### config.mk
export PLATFORM = sky130hd
export DESIGN_NAME = pipe_hazard_ctrl
export DESIGN_NICKNAME = d
export VERILOG_FILES = /design/src/rtl/pipe_hazard_ctrl.sv
export SDC_FILE = /design/constraint.sdc
export NUM_CORES = 1
export LEC_CHECK = 0
export CAP_MARGIN = 20
export CORE_MARGIN = 4
export CORE_UTILIZATION = 40
export CTS_BUF_LIST = sky130_fd_sc_hd__clkbuf_8
export CTS_CLUSTER_SIZE = 8
export DETAILED_ROUTE_END_ITERATION = 8
export HOLD_SLACK_MARGIN = 0.08
export PLACE_DENSITY = 0.78
export SLEW_MARGIN = 20
export SYNTH_ARGS = -nofsm -noshare
export SYNTH_HDL_FRONTEND = slang
export SYNTH_SLANG_ARGS = --single-unit
### constraint.sdc
create_clock -name clk -period 2.6 [get_ports clk]
set_clock_uncertainty 0.05 [all_clocks]
set_input_delay 0.39 -clock clk [delete_from_list [all_inputs] [get_ports clk]]
set_output_delay 0.39 -clock clk [all_outputs]
set_load 0.05 [all_outputs]
### src/rtl/pipe_hazard_ctrl.sv
// Hazard and sequencing controller for the 5-stage core: load-use stalls, branch flushes,
// multi-cycle MDU occupancy of EX, and a saturating stall-cycle counter.
module pipe_hazard_ctrl #(
    parameter int MDU_LAT = 3,
    parameter int CNT_W   = 32
) (
    input  logic             clk,
    input  logic             clr,
    input  logic [4:0]       rs1_d,
    input  logic [4:0]       rs2_d,
    input  logic [4:0]       rd_e,
    input  logic             load_e,
    input  logic             pc_src_e,
    input  logic             mdu_start_e,
    output logic             stall_f,
    output logic             stall_d,
    output logic             stall_e,
    output logic             flush_d,
    output logic             flush_e,
    output logic             flush_m,
    output logic             mdu_busy,
    output logic             mdu_done,
    output logic [CNT_W-1:0] stall_cnt
);

    localparam int CW = (MDU_LAT > 2) ? $clog2(MDU_LAT) : 1;
    localparam logic [CW-1:0] CNT_LOAD = CW'(MDU_LAT - 2);
    localparam logic [CNT_W-1:0] CNT_MAX = {CNT_W{1'b1}};

    typedef enum logic {
        IDLE = 1'b0,
        BUSY = 1'b1
    } state_t;

    state_t        state;
    state_t        state_next;
    logic [CW-1:0] cnt;
    logic [CW-1:0] cnt_next;
    logic          busy;
    logic          lw;
    logic          done;

    function automatic logic [CNT_W-1:0] sat_inc(input logic [CNT_W-1:0] v);
        return (v == CNT_MAX) ? v : v + CNT_W'(1);
    endfunction

    // MDU occupancy sequencer: the issue cycle plus MDU_LAT-2 counted cycles stall EX,
    // the final cycle reports done and lets the next op be accepted immediately after.
    always_ff @(posedge clk) begin
        if (clr) begin
            state <= IDLE;
            cnt   <= '0;
        end else begin
            state <= state_next;
            cnt   <= cnt_next;
        end
    end

    always_comb begin
        state_next = state;
        cnt_next   = cnt;
        case (state)
            IDLE: begin
                if (mdu_start_e && !pc_src_e) begin
                    state_next = BUSY;
                    cnt_next   = CNT_LOAD;
                end
            end
            BUSY: begin
                if (cnt != '0) begin
                    cnt_next = cnt - CW'(1);
                end else begin
                    state_next = IDLE;
                end
            end
            default: state_next = IDLE;
        endcase
    end

    always_comb begin
        busy = ((state == IDLE) && mdu_start_e && !pc_src_e) ||
               ((state == BUSY) && (cnt != '0));
        done = (state == BUSY) && (cnt == '0);
        lw   = load_e && (rd_e != 5'd0) && ((rd_e == rs1_d) || (rd_e == rs2_d));

        stall_f  = 1'b0;
        stall_d  = 1'b0;
        stall_e  = 1'b0;
        flush_d  = 1'b0;
        flush_e  = 1'b0;
        flush_m  = 1'b0;
        mdu_busy = 1'b0;
        mdu_done = 1'b0;

        if (!clr) begin
            mdu_busy = busy;
            mdu_done = done;
            // An MDU op in EX must not be cleared by a load-use hazard; bubble goes to M instead.
            if (busy) begin
                stall_f = 1'b1;
                stall_d = 1'b1;
                stall_e = 1'b1;
                flush_m = 1'b1;
            end else if (pc_src_e) begin
                flush_d = 1'b1;
                flush_e = 1'b1;
            end else if (lw) begin
                stall_f = 1'b1;
                stall_d = 1'b1;
                flush_e = 1'b1;
            end
        end
    end

    always_ff @(posedge clk) begin
        if (clr) begin
            stall_cnt <= '0;
        end else if (stall_f) begin
            stall_cnt <= sat_inc(stall_cnt);
        end
    end

endmodule
-- After elaboration in Yosys (flattened, before gate mapping)
Index checks and enable logic that the tools add are counted.
- bits of input ports: 20
- output and inout bits: 40
- word-level logic and storage cells: 47
- bits in registers: 35
- equal/unequal tests: 5
- reductions and logical operators: 15
- mux-type cells: 20
- bitwise gates (word level): 2
- add/subtract/negate cells: 2
- operators with widths (cell ; count):
    $add A32 B1 Y32 const B ; 1
    $eq A32 B32 Y1 const B ; 1
    $mux W1 ; 16
    $eq A5 B5 Y1 ; 2
    $logic_and A1 B1 Y1 ; 7
    $reduce_bool A5 Y1 ; 1
    $mux W2 ; 2
    $pmux W2 S2 ; 1
    $reduce_and A2 Y1 ; 2
    $logic_not A2 Y1 ; 1
    $logic_or A1 B1 Y1 ; 2
    $ne A2 B1 Y1 const B ; 1
    $ne A2 B2 Y1 const B ; 1
    $not A1 Y1 ; 2
    $pmux W1 S2 ; 1
    $reduce_bool A2 Y1 ; 1
    $sub A2 B1 Y2 const B ; 1
    $logic_not A1 Y1 ; 1

-- Longest topological paths before layout
Gate-level depths: netlist of the first run.
- depth in word-level cells: 8
- mapped depth: 11
- mapped depth without buffers: 9

-- Worst setup path after synthesis of the first run
No wires, ideal clock.
- kind: flip-flop to output port
- start point: register cnt[0]
- end point: output port stall_f
- buffers on the path: 3
- cell stages (with the launch flop): 11
- arrival: 2534 ps
- path slack: -374 ps
- cells stage by stage: dfxtp_1 inv_1 ha_1 nand2b_1 o21a_1 nor2_2 a21oi_2 buf_4 buf_4 inv_1 buf_4
- longest elaborated chain between the ends: 5
- ends and longest elaborated chain (item ; RTL line ; source):
    start, declared ; 37 ; logic [CW-1:0] cnt;
    start signal, assigned ; 55 ; cnt <= cnt_next;
    $reduce_bool A2 Y1 ; 82 ; ((state == BUSY) && (cnt != '0));
    $logic_and A1 B1 Y1 ; 82 ;
    $logic_or A1 B1 Y1 ; 81 ; busy = ((state == IDLE) && mdu_start_e && !pc_src_e) ||
    $mux W1 (2 in series) ; - ;
    end, declared ; 15 ; output logic stall_f,
Every way passes these cells.

-- Final worst setup path of the first run
- start point: register cnt[0]
- end point: register stall_cnt[5]
- longest elaborated chain between the ends: 6
- ends and longest elaborated chain (item ; RTL line ; source):
    $reduce_bool A2 Y1 ; 82 ;
    $logic_and A1 B1 Y1 ; 82 ;
    $logic_or A1 B1 Y1 ; 81 ;
    $mux W1 ; 99 ; if (busy) begin
    $mux W1 ; 95 ; if (!clr) begin
    $reduce_and A2 Y1 (no line) ; - ;
    end signal, assigned ; 119 ; stall_cnt <= sat_inc(stall_cnt);
    end, declared ; 23 ; output logic [CNT_W-1:0] stall_cnt
Every way passes these cells.
A chain may end at the register's enable or synchronous reset.

==> impl_metrics.json, run 1 <==
{
  "status": "finished clean",
  "slowest_stage": "or4_1",
  "crit_type": "register to register",
  "regToRegStartpoint": "cnt[0]",
  "first_global_vias": 2036,
  "htreeDepth": 2,
  "netlist_instances": 254,
  "period_needed_ns": 2.451,
  "tightest_slew_ns": 0.5321,
  "routed_wl_um": 5600,
  "hpwl_um": 4102,
  "cts_buffers": 5,
  "power.leakage_nw": 1.071,
  "start_util": 0.4121,
  "crit_chain": "inv_1, ha_1, nand2b_1, o21a_2, nor2_4, a21oi_2, buf_4, buf_4, buf_4, buf_4, or4_1, nand2_1",
  "start_kind": "register",
  "avgSynthCellArea_um2": 8.286,
  "drt_iter0_markers": 149,
  "cts_root_buf": "clkbuf_8",
  "cp_slowest_stage_delay_ns": 0.52,
  "cts_tree": "built",
  "hold_buffers": 0,
  "nFillCells": 462,
  "syn_area_um2": 2105,
  "clk_pin_slew_ns": 0.07,
  "arrival_ns": 2.63,
  "grt.total_usage": 0.1796,
  "fin_ws_ns": 0.1493,
  "clk_latency_ns": 0.29,
  "final_nets": 346,
  "cpMostUsedCell": "buf_4",
  "cts_num_sinks": 35,
  "die_w_um": 80.54,
  "vias": 2165,
  "hold_class": "register to register",
  "min-delay-start": "cnt[1]",
  "synth_top_area_cell": "dfxtp_1",
  "power.density_nw_per_um2": 409.8,
  "ys_seq_area_frac": 0.3329,
  "drtPass1Iterations": 4,
  "multi_input_area_um2": 1292,
  "crit_fanout": 11,
  "fin_util": 0.5926,
  "worstPathRequired_ns": 2.78,
  "vdd_drop_max_uv": 374.9,
  "yosys-top-cells-area": "dfxtp_1 (33%), a21oi_1 (5.0%), xnor2_1 (4.6%)",
  "core_um2": 5107,
  "ant_nets": 0,
  "antenna_found_initial": 0,
  "grt_max_degree": 40,
  "cts.path.max_buffers": 2,
  "clock.fmax_mhz": 408.0,
  "synth_top_area_frac": 0.3329,
  "finalSetupViolations": 0,
  "max_cap_violations": 0,
  "synth-seq-cells": 35,
  "wl_per_cell_um": 14.18,
  "rsz0062_at_grt": "false",
  "antennaDiodeCount": 0,
  "place_ws_ns": -0.1343,
  "seq_area_um2": 700.7,
  "ys_types": 49,
  "gp_congestion": 0.8093,
  "synth.yosys.warnings": 0,
  "num_rows": 26,
  "max_slew_margin": 0.6442,
  "fin_crit_sh": 0.9426,
  "io_buffers": 59,
  "drcViolationCount": 0,
  "maxSlewViolCount": 0,
  "crit_start": "cnt[0]",
  "die_h_um": 80.54,
  "finalPower_mw": 1.240,
  "dieArea_um2": 6486,
  "synth_nets": 276,
  "hold_viol_final": 0,
  "endpoint_kind": "register",
  "layout-drive-gt1-share": 0.1723,
  "grt_pass1_wl_um": 9183,
  "syn_to_final_growth_pct": 43.82,
  "vias_per_cell": 5.481,
  "ios": 60,
  "overflow": 0
}
==> path summary, 6_finish.rpt <==
path                  end  slack (ns)  depth (start not counted)
min reg2reg        cnt[1]        0.45                          2
max reg2reg  stall_cnt[5]        0.15                         12
min                cnt[1]        0.45                          2
max          stall_cnt[5]        0.15                         12
==> layer usage <==
metal	vias up	GRT usage	part of all wire	wire length [µm]
met5	-	0	0	0
met2	50	0.3088	0.51	2856
met3	7	0.03812	0.045	254
met4	0	0.05743	0.011	63
met1	1033	0.2220	0.43	2425
li1	1075	-	-	-
==> flip-flops by register name, indices dropped and copies added, names as in the netlist <==
| register | flops |
|---|---|
| stall_cnt | 32 |
| cnt | 2 |
| state | 1 |
==> synth_stat cells (all sizes together) <==
library cell	instances
o2111ai	1
and3	7
o211ai	2
and4	4
nand2	19
clkbuf	4
a311oi	1
or4	12
xnor2	11
o31ai	7
ha	2
nor4b	2
inv	5
o21ai	13
dfxtp	35
or3	10
nand4	4
or2	1
o21a	1
o22ai	2
nor3b	3
nor2b	9
nor3	2
and2	2
buf	13
a21oi	22
nand3	19
nand3b	1
nor4	1
o41ai	2
o311ai	5
nor2	23
nand2b	2
mux2	7
==> placed cells by master (no fill, tap or decap), drive strengths merged, types with 2 or more instances in the layout <==
| cell type | instances |
|---|---|
| clkbuf | 6 |
| or4 | 12 |
| nor2b | 9 |
| o21ai | 13 |
| buf | 29 |
| nand4 | 4 |
| or3 | 10 |
| nor4b | 2 |
| nand2 | 19 |
| nand3 | 19 |
| clkdlybuf4s50 | 46 |
| xnor2 | 11 |
| o41ai | 2 |
| nand2b | 2 |
| and4 | 4 |
| a21oi | 22 |
| ha | 2 |
| o31ai | 7 |
| mux2 | 7 |
| inv | 4 |
| and3 | 7 |
| and2 | 2 |
| nor3b | 3 |
| dfxtp | 35 |
| o211ai | 2 |
| dlymetal6s2s | 4 |
| o22ai | 2 |
| nor2 | 23 |
| o311ai | 5 |
| nor3 | 2 |
==> through the flow <==
| step | hold WS (ns) | cells | TNS (ns) | area (µm²) |
|---|---|---|---|---|
| after floorplan | 0.4044 | 254 | 0 | 2125 |
| after global placement | 0.4218 | 381 | -0.5751 | 2825 |
| after detailed placement | 0.4336 | 381 | -1.155 | 2825 |
| after CTS | 0.4497 | 392 | -0.01308 | 2968 |
| after global routing | 0.4822 | 395 | 0 | 3027 |
| final | 0.4470 | 395 | 0 | 3027 |
==> what timing repair did <==
item	in CTS	in global routing
pin swaps	1	7
endpoints found under the setup margin	2	21
resized for setup	2	11
buffers inserted	3	3
==> critical path: cells and delay by family, from the launching register on <==
family	cells	cell delay (ns)
buffers and inverters	5	0.64
AND/OR/NAND/NOR	4	0.92
AO/OA/AOI/OAI	2	0.23
adder cells (fa/ha/maj)	1	0.19
flip-flops	1	0.36
==> final cells by class <==
class,instances,area share
Clock buffer,6,0.02728
Clock inverter,2,0.01158
Inverter,5,0.007441
Multi-Input combinational cell,197,0.4270
Sequential cell,35,0.2315
Tap cell,70,0.02894
Timing Repair Buffer,80,0.2662
==> report_power, final <==
group	leakage [nW]	switching, mW	internal [mW]
Combinational	0.728	0.0939	0.0903
Sequential	0.282	0.00468	0.539
Clock	0.0612	0.201	0.310
==> cells by family (layout without fill, tap and decap cells) <==
| group | Yosys count | in the layout | share of synthesized area |
|---|---|---|---|
| compound gates | 56 | 56 | 0.1778 |
| mux | 7 | 7 | 0.03745 |
| xor+xnor | 11 | 11 | 0.04578 |
| fa+ha+maj | 2 | 2 | 0.01189 |
| flops | 35 | 35 | 0.3329 |
| buf+inv | 22 | 93 | 0.06242 |
| simple gates | 121 | 121 | 0.3318 |
Power figures use the tool's default switching activity.
==> run 2: changes to the inputs <==
--- a/config.mk
+++ b/config.mk
@@ -11,7 +11,7 @@
 export CTS_BUF_LIST = sky130_fd_sc_hd__clkbuf_8
 export CTS_CLUSTER_SIZE = 8
 export DETAILED_ROUTE_END_ITERATION = 8
-export HOLD_SLACK_MARGIN = 0.08
+export HOLD_SLACK_MARGIN = 0.02
 export PLACE_DENSITY = 0.78
 export SLEW_MARGIN = 20
 export SYNTH_ARGS = -nofsm -noshare
==> results of run 2 <==
Final layout, timing and power as in run 1 (identical DEF).
==> run 3: changes to the inputs <==
--- a/config.mk
+++ b/config.mk
@@ -7,12 +7,12 @@
 export LEC_CHECK = 0
 export CAP_MARGIN = 20
 export CORE_MARGIN = 4
-export CORE_UTILIZATION = 40
+export CORE_UTILIZATION = 49
 export CTS_BUF_LIST = sky130_fd_sc_hd__clkbuf_8
 export CTS_CLUSTER_SIZE = 8
 export DETAILED_ROUTE_END_ITERATION = 8
 export HOLD_SLACK_MARGIN = 0.02
-export PLACE_DENSITY = 0.78
+export PLACE_DENSITY = 0.91
 export SLEW_MARGIN = 20
 export SYNTH_ARGS = -nofsm -noshare
 export SYNTH_HDL_FRONTEND = slang
==> run 3 against run 2 <==
Maximum frequency down 3.4%. Combinational power is 5% lower. Via count down 1.7%. Non-clock buffer count is 5 lower.
==> impl_metrics.json, run 3 (same netlist as run 1, synthesis figures left out) <==
{
  "tightest_slew_ns": 0.5229,
  "min-delay-start": "stall_cnt[31]",
  "regToRegStartpoint": "cnt[0]",
  "syn_to_final_growth_pct": 38.59,
  "reg_top3": "stall_cnt (32), cnt (2), state (1)",
  "rsz0062_at_grt": "false",
  "die_w_um": 73.54,
  "period_needed_ns": 2.536,
  "crit_start": "rs2_d[0]",
  "finalSetupViolations": 0,
  "cts_tree": "built",
  "r2r_setup_slack_ns": 0.13,
  "dieArea_um2": 5407,
  "post-place-cells": 360,
  "final_nets": 341,
  "ios": 60,
  "wl_per_cell_um": 15.07,
  "fin_hold_ws_ns": 0.4542,
  "hpwl_um": 4083,
  "fin_util": 0.7137,
  "place_ws_ns": -0.1159,
  "cts_buffers": 5,
  "cts_num_sinks": 35,
  "max_cap_violations": 0,
  "power.leakage_nw": 1.018,
  "tns_ns": 0,
  "clock.fmax_mhz": 394.3,
  "status": "finished clean",
  "grt_pass1_wl_um": 9004,
  "die_h_um": 73.54,
  "htreeDepth": 2,
  "antennaDiodeCount": 0,
  "top_register": "stall_cnt",
  "layout_common_cells": "clkdlybuf4s50_1 (46), dfxtp_1 (35), nor2_1 (21), a21oi_1 (21)",
  "worstPathRequired_ns": 2.16,
  "crit_type": "input port to primary output",
  "power.density_nw_per_um2": 375.8,
  "crit_chain": "clkdlybuf4s50_1, xnor2_1, nand3_1, o22ai_2, buf_4, nor2b_1, a21oi_1, nor2_1, buf_4",
  "cp_slowest_stage_delay_ns": 0.44,
  "hold_buffers": 0,
  "fin_cells": 370,
  "hold_viol_final": 0,
  "final_common_cell": "clkdlybuf4s50_1",
  "vias": 2128,
  "ant_nets": 0,
  "fin_ws_ns": 0.06369,
  "vias_per_cell": 5.751,
  "crit_fanout": 4,
  "slowest_stage": "clkdlybuf4s50_1",
  "cts.path.max_buffers": 2,
  "maxSlewViolCount": 0,
  "grt.total_usage": 0.2126,
  "start_util": 0.5150,
  "vdd_drop_max_uv": 372.4,
  "first_global_vias": 1989,
  "grt_max_degree": 27,
  "endpoint_kind": "primary output",
  "routed_wl_um": 5576,
  "gp_congestion": 0.7525,
  "clk_pin_slew_ns": 0.06,
  "max_slew_margin": 0.6503,
  "layout-drive-gt1-share": 0.1594,
  "fin_crit_sh": 0.9755,
  "cpMostUsedCell": "buf_4",
  "cts_root_buf": "clkbuf_8",
  "num_rows": 23,
  "io_buffers": 59,
  "clk_latency_ns": 0.29,
  "hold_class": "register to register",
  "drtPass1Iterations": 4,
  "core_um2": 4086,
  "drcViolationCount": 0,
  "start_kind": "input port",
  "largest_reg_flops": 32,
  "drt_iter0_markers": 172,
  "antenna_found_initial": 0,
  "arrival_ns": 2.10,
  "overflow": 0
}
-- run 3: cell count changes in the layout (fill, tap and decap cells not counted), sizes merged --
cell	previous run	this run
buf	29	24
bufinv	1	0
clkbuf	6	5
dlygate4sd2	1	3
dlymetal6s2s	4	2
inv	4	6
-- run 3: per-stage QoR --
stage / power (mW) / cell area [µm²]
4_1_cts: 1.095 / 2884
3_3_place_gp: 0.7186 / 2780
2_1_floorplan: 0.6515 / 2125
3_5_place_dp: 0.7244 / 2780
6_report: 1.096 / 2917
5_1_grt: 1.130 / 2917
-- run 3: per-layer routing --
layer	routed length (µm)	GRT usage
met5	0	0
met4	91	0.08048
met3	254	0.04241
met2	2895	0.3661
met1	2335	0.2588
-- run 3: worst max-delay path, delay by kind of cell --
kind,cells,cell delay (ns)
AOI/OAI and AO/OA,2,0.30
xor gates and xnor gates,1,0.23
buffers and inverters,3,0.80
and+or+nand+nor,3,0.36
-- run 3: worst paths after layout --
path / end / cells past startpoint
hold / removal: stall_cnt[31] / 2
setup reg to reg: stall_cnt[5] / 11
setup / recovery: flush_e / 9
hold reg to reg: stall_cnt[31] / 2
-- run 3: final cells by class --
class | instances | area [µm²]
flip-flops and latches | 35 | 700.7
fillers | 329 | 1170
clock buffers | 5 | 68.82
multi-input cells | 197 | 1305
repair buffers | 75 | 744.5
inverters | 5 | 22.52
well taps | 50 | 62.56
clock inverters | 3 | 12.51
-- run 3: what timing repair did --
action	in CTS	in global routing
setup endpoints to repair	3	9
buffers inserted	1	1
pin swaps	5	1
resized for setup	8	6
-- run 3: report_power, final --
part | leakage (nW) | internal (mW) | switching [mW]
clock | 0.0505 | 0.180 | 0.197
sequential | 0.282 | 0.540 | 0.00423
combinational | 0.685 | 0.0801 | 0.0947
